### config.mk
export PLATFORM = sky130hd
export DESIGN_NAME = serial_subtractor
export DESIGN_NICKNAME = d
export VERILOG_FILES = /design/src/rtl/serial_subtractor.sv
export SDC_FILE = /design/constraint.sdc
export NUM_CORES = 1
export LEC_CHECK = 0
export CAP_MARGIN = 30
export CELL_PAD_IN_SITES_DETAIL_PLACEMENT = 0
export CELL_PAD_IN_SITES_GLOBAL_PLACEMENT = 1
export CORE_UTILIZATION = 38
export CTS_BUF_LIST = sky130_fd_sc_hd__clkbuf_4 sky130_fd_sc_hd__clkbuf_8 sky130_fd_sc_hd__clkbuf_16
export DETAILED_ROUTE_END_ITERATION = 16
export PLACE_DENSITY = 0.75
export REMOVE_ABC_BUFFERS = 1
export SKIP_CTS_REPAIR_TIMING = 1
export SLEW_MARGIN = 20
export SYNTH_ARGS = -nofsm -noshare
export SYNTH_HDL_FRONTEND = slang
export SYNTH_SLANG_ARGS = --single-unit
### constraint.sdc
create_clock -name CLK -period 1.8 [get_ports CLK]
set_input_delay 0.54 -clock CLK [delete_from_list [all_inputs] [get_ports CLK]]
set_output_delay 0.54 -clock CLK [all_outputs]
set_load 0.01 [all_outputs]
### src/rtl/serial_subtractor.sv
// Bit-serial unsigned subtractor: DIFF = A - B, LSB first, one bit per clock.
// Each bit uses a half-subtractor pair plus a registered borrow.
module serial_subtractor #(
    parameter int unsigned WIDTH = 8
) (
    input  logic             CLK,
    input  logic             RESET,
    input  logic             START,
    input  logic [WIDTH-1:0] A,
    input  logic [WIDTH-1:0] B,
    output logic             BUSY,
    output logic             DONE,
    output logic [WIDTH-1:0] DIFF,
    output logic             BORROW
);

    localparam int unsigned CW = (WIDTH > 1) ? $clog2(WIDTH) : 1;

    typedef enum logic [1:0] {
        IDLE,
        RUN,
        FIN
    } state_t;

    state_t           state_q, state_d;
    logic [WIDTH-1:0] a_q, a_d;
    logic [WIDTH-1:0] b_q, b_d;
    logic [WIDTH-1:0] res_q, res_d;
    logic [WIDTH-1:0] diff_q, diff_d;
    logic             br_q, br_d;
    logic             borrow_q, borrow_d;
    logic [CW-1:0]    cnt_q, cnt_d;

    logic hs1_d, hs1_bo;
    logic dbit, hs2_bo;
    logic br_next;

    // First half subtractor: a0 - b0; second: (a0 - b0) - br.
    always_comb begin
        hs1_d   = a_q[0] ^ b_q[0];
        hs1_bo  = ~a_q[0] & b_q[0];
        dbit    = hs1_d ^ br_q;
        hs2_bo  = ~hs1_d & br_q;
        br_next = hs1_bo | hs2_bo;
    end

    always_comb begin
        state_d  = state_q;
        a_d      = a_q;
        b_d      = b_q;
        res_d    = res_q;
        diff_d   = diff_q;
        br_d     = br_q;
        borrow_d = borrow_q;
        cnt_d    = cnt_q;
        case (state_q)
            IDLE, FIN: begin
                if (START) begin
                    a_d     = A;
                    b_d     = B;
                    res_d   = '0;
                    br_d    = 1'b0;
                    cnt_d   = '0;
                    state_d = RUN;
                end else begin
                    state_d = IDLE;
                end
            end
            RUN: begin
                a_d   = a_q >> 1;
                b_d   = b_q >> 1;
                // Shift the new difference bit in at the MSB; after WIDTH
                // steps bit 0 has reached the LSB.
                res_d = (res_q >> 1) | (WIDTH'(dbit) << (WIDTH - 1));
                br_d  = br_next;
                cnt_d = cnt_q + CW'(1);
                if (cnt_q == CW'(WIDTH - 1)) begin
                    diff_d   = res_d;
                    borrow_d = br_next;
                    state_d  = FIN;
                end
            end
            default: state_d = IDLE;
        endcase
    end

    always_ff @(posedge CLK) begin
        if (RESET) begin
            state_q  <= IDLE;
            a_q      <= '0;
            b_q      <= '0;
            res_q    <= '0;
            diff_q   <= '0;
            br_q     <= 1'b0;
            borrow_q <= 1'b0;
            cnt_q    <= '0;
        end else begin
            state_q  <= state_d;
            a_q      <= a_d;
            b_q      <= b_d;
            res_q    <= res_d;
            diff_q   <= diff_d;
            br_q     <= br_d;
            borrow_q <= borrow_d;
            cnt_q    <= cnt_d;
        end
    end

    assign BUSY   = (state_q == RUN);
    assign DONE   = (state_q == FIN);
    assign DIFF   = diff_q;
    assign BORROW = borrow_q;

endmodule

==> metrics <==
worst reg-to-reg path cell count=4; Pint=1.249 mW; Die Y-Extent=66.95 um; crit path cell chain=clkdlybuf4s50_1; Crit Path Max Fanout=2; worst setup path category=flip-flop to output pin; post-route clock period utilization=95.73%; Max Clk Rate=580.3 MHz; Max-Cap Viols=0; largest family of logic cells by synthesized area=simple AND/OR/NAND/NOR gates; Pins Over Slew Limit=0; post-synthesis mux area share=0%; Max clock buf depth=2; fin crit period=1.723 ns; startpoint types=flip-flop; # IOs=30; Post-synth EDFFs=0; initial DRC count=71; Top delay family on crit path=buffers and inverters; CTS H-tree depth=2; CTS buffer count=5; Critical Path Max Stage Delay=0.55 ns; static leakage=0.7422 nW; Post-synth top cells=47 x nand2_1, 38 x dfxtp_1, 22 x a21oi_1; Synth cell types=20; worst path bufs/invs=1; Initial Util=39.78%; Final Instance Area=2013 um2; Critical Path End=DIFF[7]; main area contributors after synthesis=dfxtp_1 47%, nand2_1 11%, a21oi_1 6.9%; area leader, netlist=dfxtp_1; Mapped Area=1603 um2; Clock Latency Late Sink=0.29 ns; crit path DAT=1.18 ns; reg2reg setup slack=0.45 ns; Post-Synth XOR/XNOR Area=0%; Die ar.=4482 um2; Clock Power Share=32.5%; Vias/cell=5.071; CP endpoint kind=output pin; Std-Cell Rows=23; number of antenna diodes=0; pin count of the biggest net entering global routing=43; total number of vias=1349; power per cell area=833.9 nW/um2; R2R Path End=a_q[3]$_SDFFE_PP0P_; Worst-path clk slew=0.07 ns; Setup-failing EPs final=0; Placement Cell Area=1928 um2; Levels on crit path=1; Worst Clk Skew=0.006396 ns; Post-Synth Adder-Cell Area=2.810%; Ys Warns=0; clk sink count=38; final RePlAce weighted congestion=0.6793; most used standard cell by instance count after synthesis=nand2_1; worst slew pin tran=0.4352 ns; reg2reg start=state_q[1]$_SDFFE_PP0P_; Reg power frac=54.0%; average cell area after synthesis=8.436 um2; I/O Buffers=29; Post-synth ARST share=0%; sequential area share after synthesis=47.46%; outcome=complete, no violations; Comb pwr share=13.6%; count of final hold-check violations=0; drt first pass iters=4; CP max stage cell=clkdlybuf4s50_1; Synth Register Bits=38; area of the core=4029 um2; Yosys top cell area share=47.46%; CTS Root Cell=clkbuf_8; GRT Overall Usage=15.30%; DR WL/cell=11.75 um; final net count=238; Horiz. Die Dim=66.95 um; share of cells above drive strength 1=10.65%; Worst slew margin=70.99%; Post-Route WL=3126 um; Peak VDD IR=0.4097 mV; switching power=0.4300 mW; drt drc=0; detailed placer's ending HPWL=2052 um; Post-Syn Instances=190; Layout area overhead=25.60%; total gr overflow=0; top_reg_cell synth=dfxtp_1; Worst EP required=1.26 ns; RSZ-0062 raised after global routing=false; pre-CTS setup slack=-0.01261 ns; Synth Area in Simple Gates=24.12%; Hold/Removal Path Class=flip-flop to flip-flop; first-pass GRT wire length=5202 um; Sw Share=25.61%; initial antenna violation count=0; Crit. Startpoint=DIFF[7]$_SDFFE_PP0P_; CTS tree=done; Compound-Gate Fraction of Synth Area=18.27%; antenna-violating nets left=0; final setup margin=0.07688 ns; number of global-route vias before repair=1203
-- cell families (layout without fill, tap and decap cells) --
group / count (synthesis) / count (layout)
buffers and inverters: 20 / 46
flip-flops: 38 / 38
AND/OR/NAND/NOR: 91 / 91
AO/OA/AOI/OAI: 38 / 38
adder cells (fa/ha/maj): 3 / 3
-- how the worst min path moves through the flow --
stage,endpoint,slack (ns),start,depth (start not counted)
global route,DIFF[4]$_SDFFE_PP0P_,0.47,DIFF[4]$_SDFFE_PP0P_,2
floorplan,DIFF[0]$_SDFFE_PP0P_,0.44,res_q[1]$_SDFFE_PP0P_,2
detailed placement,DIFF[4]$_SDFFE_PP0P_,0.45,DIFF[4]$_SDFFE_PP0P_,2
finish,DIFF[4]$_SDFFE_PP0P_,0.46,DIFF[4]$_SDFFE_PP0P_,2
global placement,DIFF[5]$_SDFFE_PP0P_,0.44,DIFF[5]$_SDFFE_PP0P_,2
CTS,DIFF[4]$_SDFFE_PP0P_,0.46,DIFF[4]$_SDFFE_PP0P_,2
-- cells in the final DEF, fill, tap and decap left out, types with 2 or more instances in the layout --
| master | count |
|---|---|
| clkbuf_8 | 5 |
| nand3_1 | 21 |
| a311oi_1 | 8 |
| clkdlybuf4s50_1 | 27 |
| clkinv_2 | 3 |
| dfxtp_1 | 37 |
| dlymetal6s2s_1 | 2 |
| nor2_1 | 16 |
| nand2_1 | 47 |
| ha_1 | 2 |
| nand2b_1 | 4 |
| inv_1 | 2 |
| buf_12 | 2 |
| a21oi_1 | 22 |
| nor2b_1 | 2 |
| buf_4 | 5 |
| a311oi_2 | 7 |
-- per-stage QoR --
| stage | std cells | total power [mW] | setup TNS [ns] | hold WS (ns) | util (%) |
|---|---|---|---|---|---|
| 2_1_floorplan | 173 | 1.043 | -6.993 | 0.4377 | - |
| 3_3_place_gp | 259 | 1.147 | 0 | 0.4431 | 47.86 |
| 3_5_place_dp | 259 | 1.156 | -0.02222 | 0.4525 | 47.86 |
| 4_1_cts | 266 | 1.701 | -0.2661 | 0.4631 | 49.81 |
| 5_1_grt | 266 | 1.763 | 0 | 0.4740 | 49.97 |
| 6_report | 266 | 1.679 | 0 | 0.4588 | 49.97 |
-- registers in the layout, indices dropped and copies added (netlist names) --
name,count
res_q,7
state_q,2
cnt_q,3
a_q,8
BORROW,1
b_q,8
DIFF,8
br_q,1
-- layout make-up --
cell class                 instances  area [um2]
fill                             405        2016
sequential                        38       762.0
multi-input combinational        132       724.4
timing repair buffer              36       372.9
clock buffer                       5       68.82
tap                               50       62.56
inverter                           3       12.51
clock inverter                     2       10.01
-- metal layers --
| metal | GRT usage, % | up-vias | share of wire, % |
|---|---|---|---|
| met2 | 25.00 | 34 | 47 |
| li1 | - | 695 | - |
| met4 | 5.585 | 0 | 0.86 |
| met5 | 0 | - | 0 |
| met1 | 19.06 | 617 | 48 |
| met3 | 4.110 | 3 | 4.4 |
-- power by group through the flow --
stage          combinational, mW  sequential (mW)  clock, mW
6_report                   0.228            0.906      0.545
5_1_grt                    0.251            0.911      0.601
4_1_cts                    0.231            0.906      0.564
3_5_place_dp               0.232            0.924          0
3_3_place_gp               0.225            0.923          0
2_1_floorplan              0.125            0.918          0
Power figures use the tool's default switching activity.
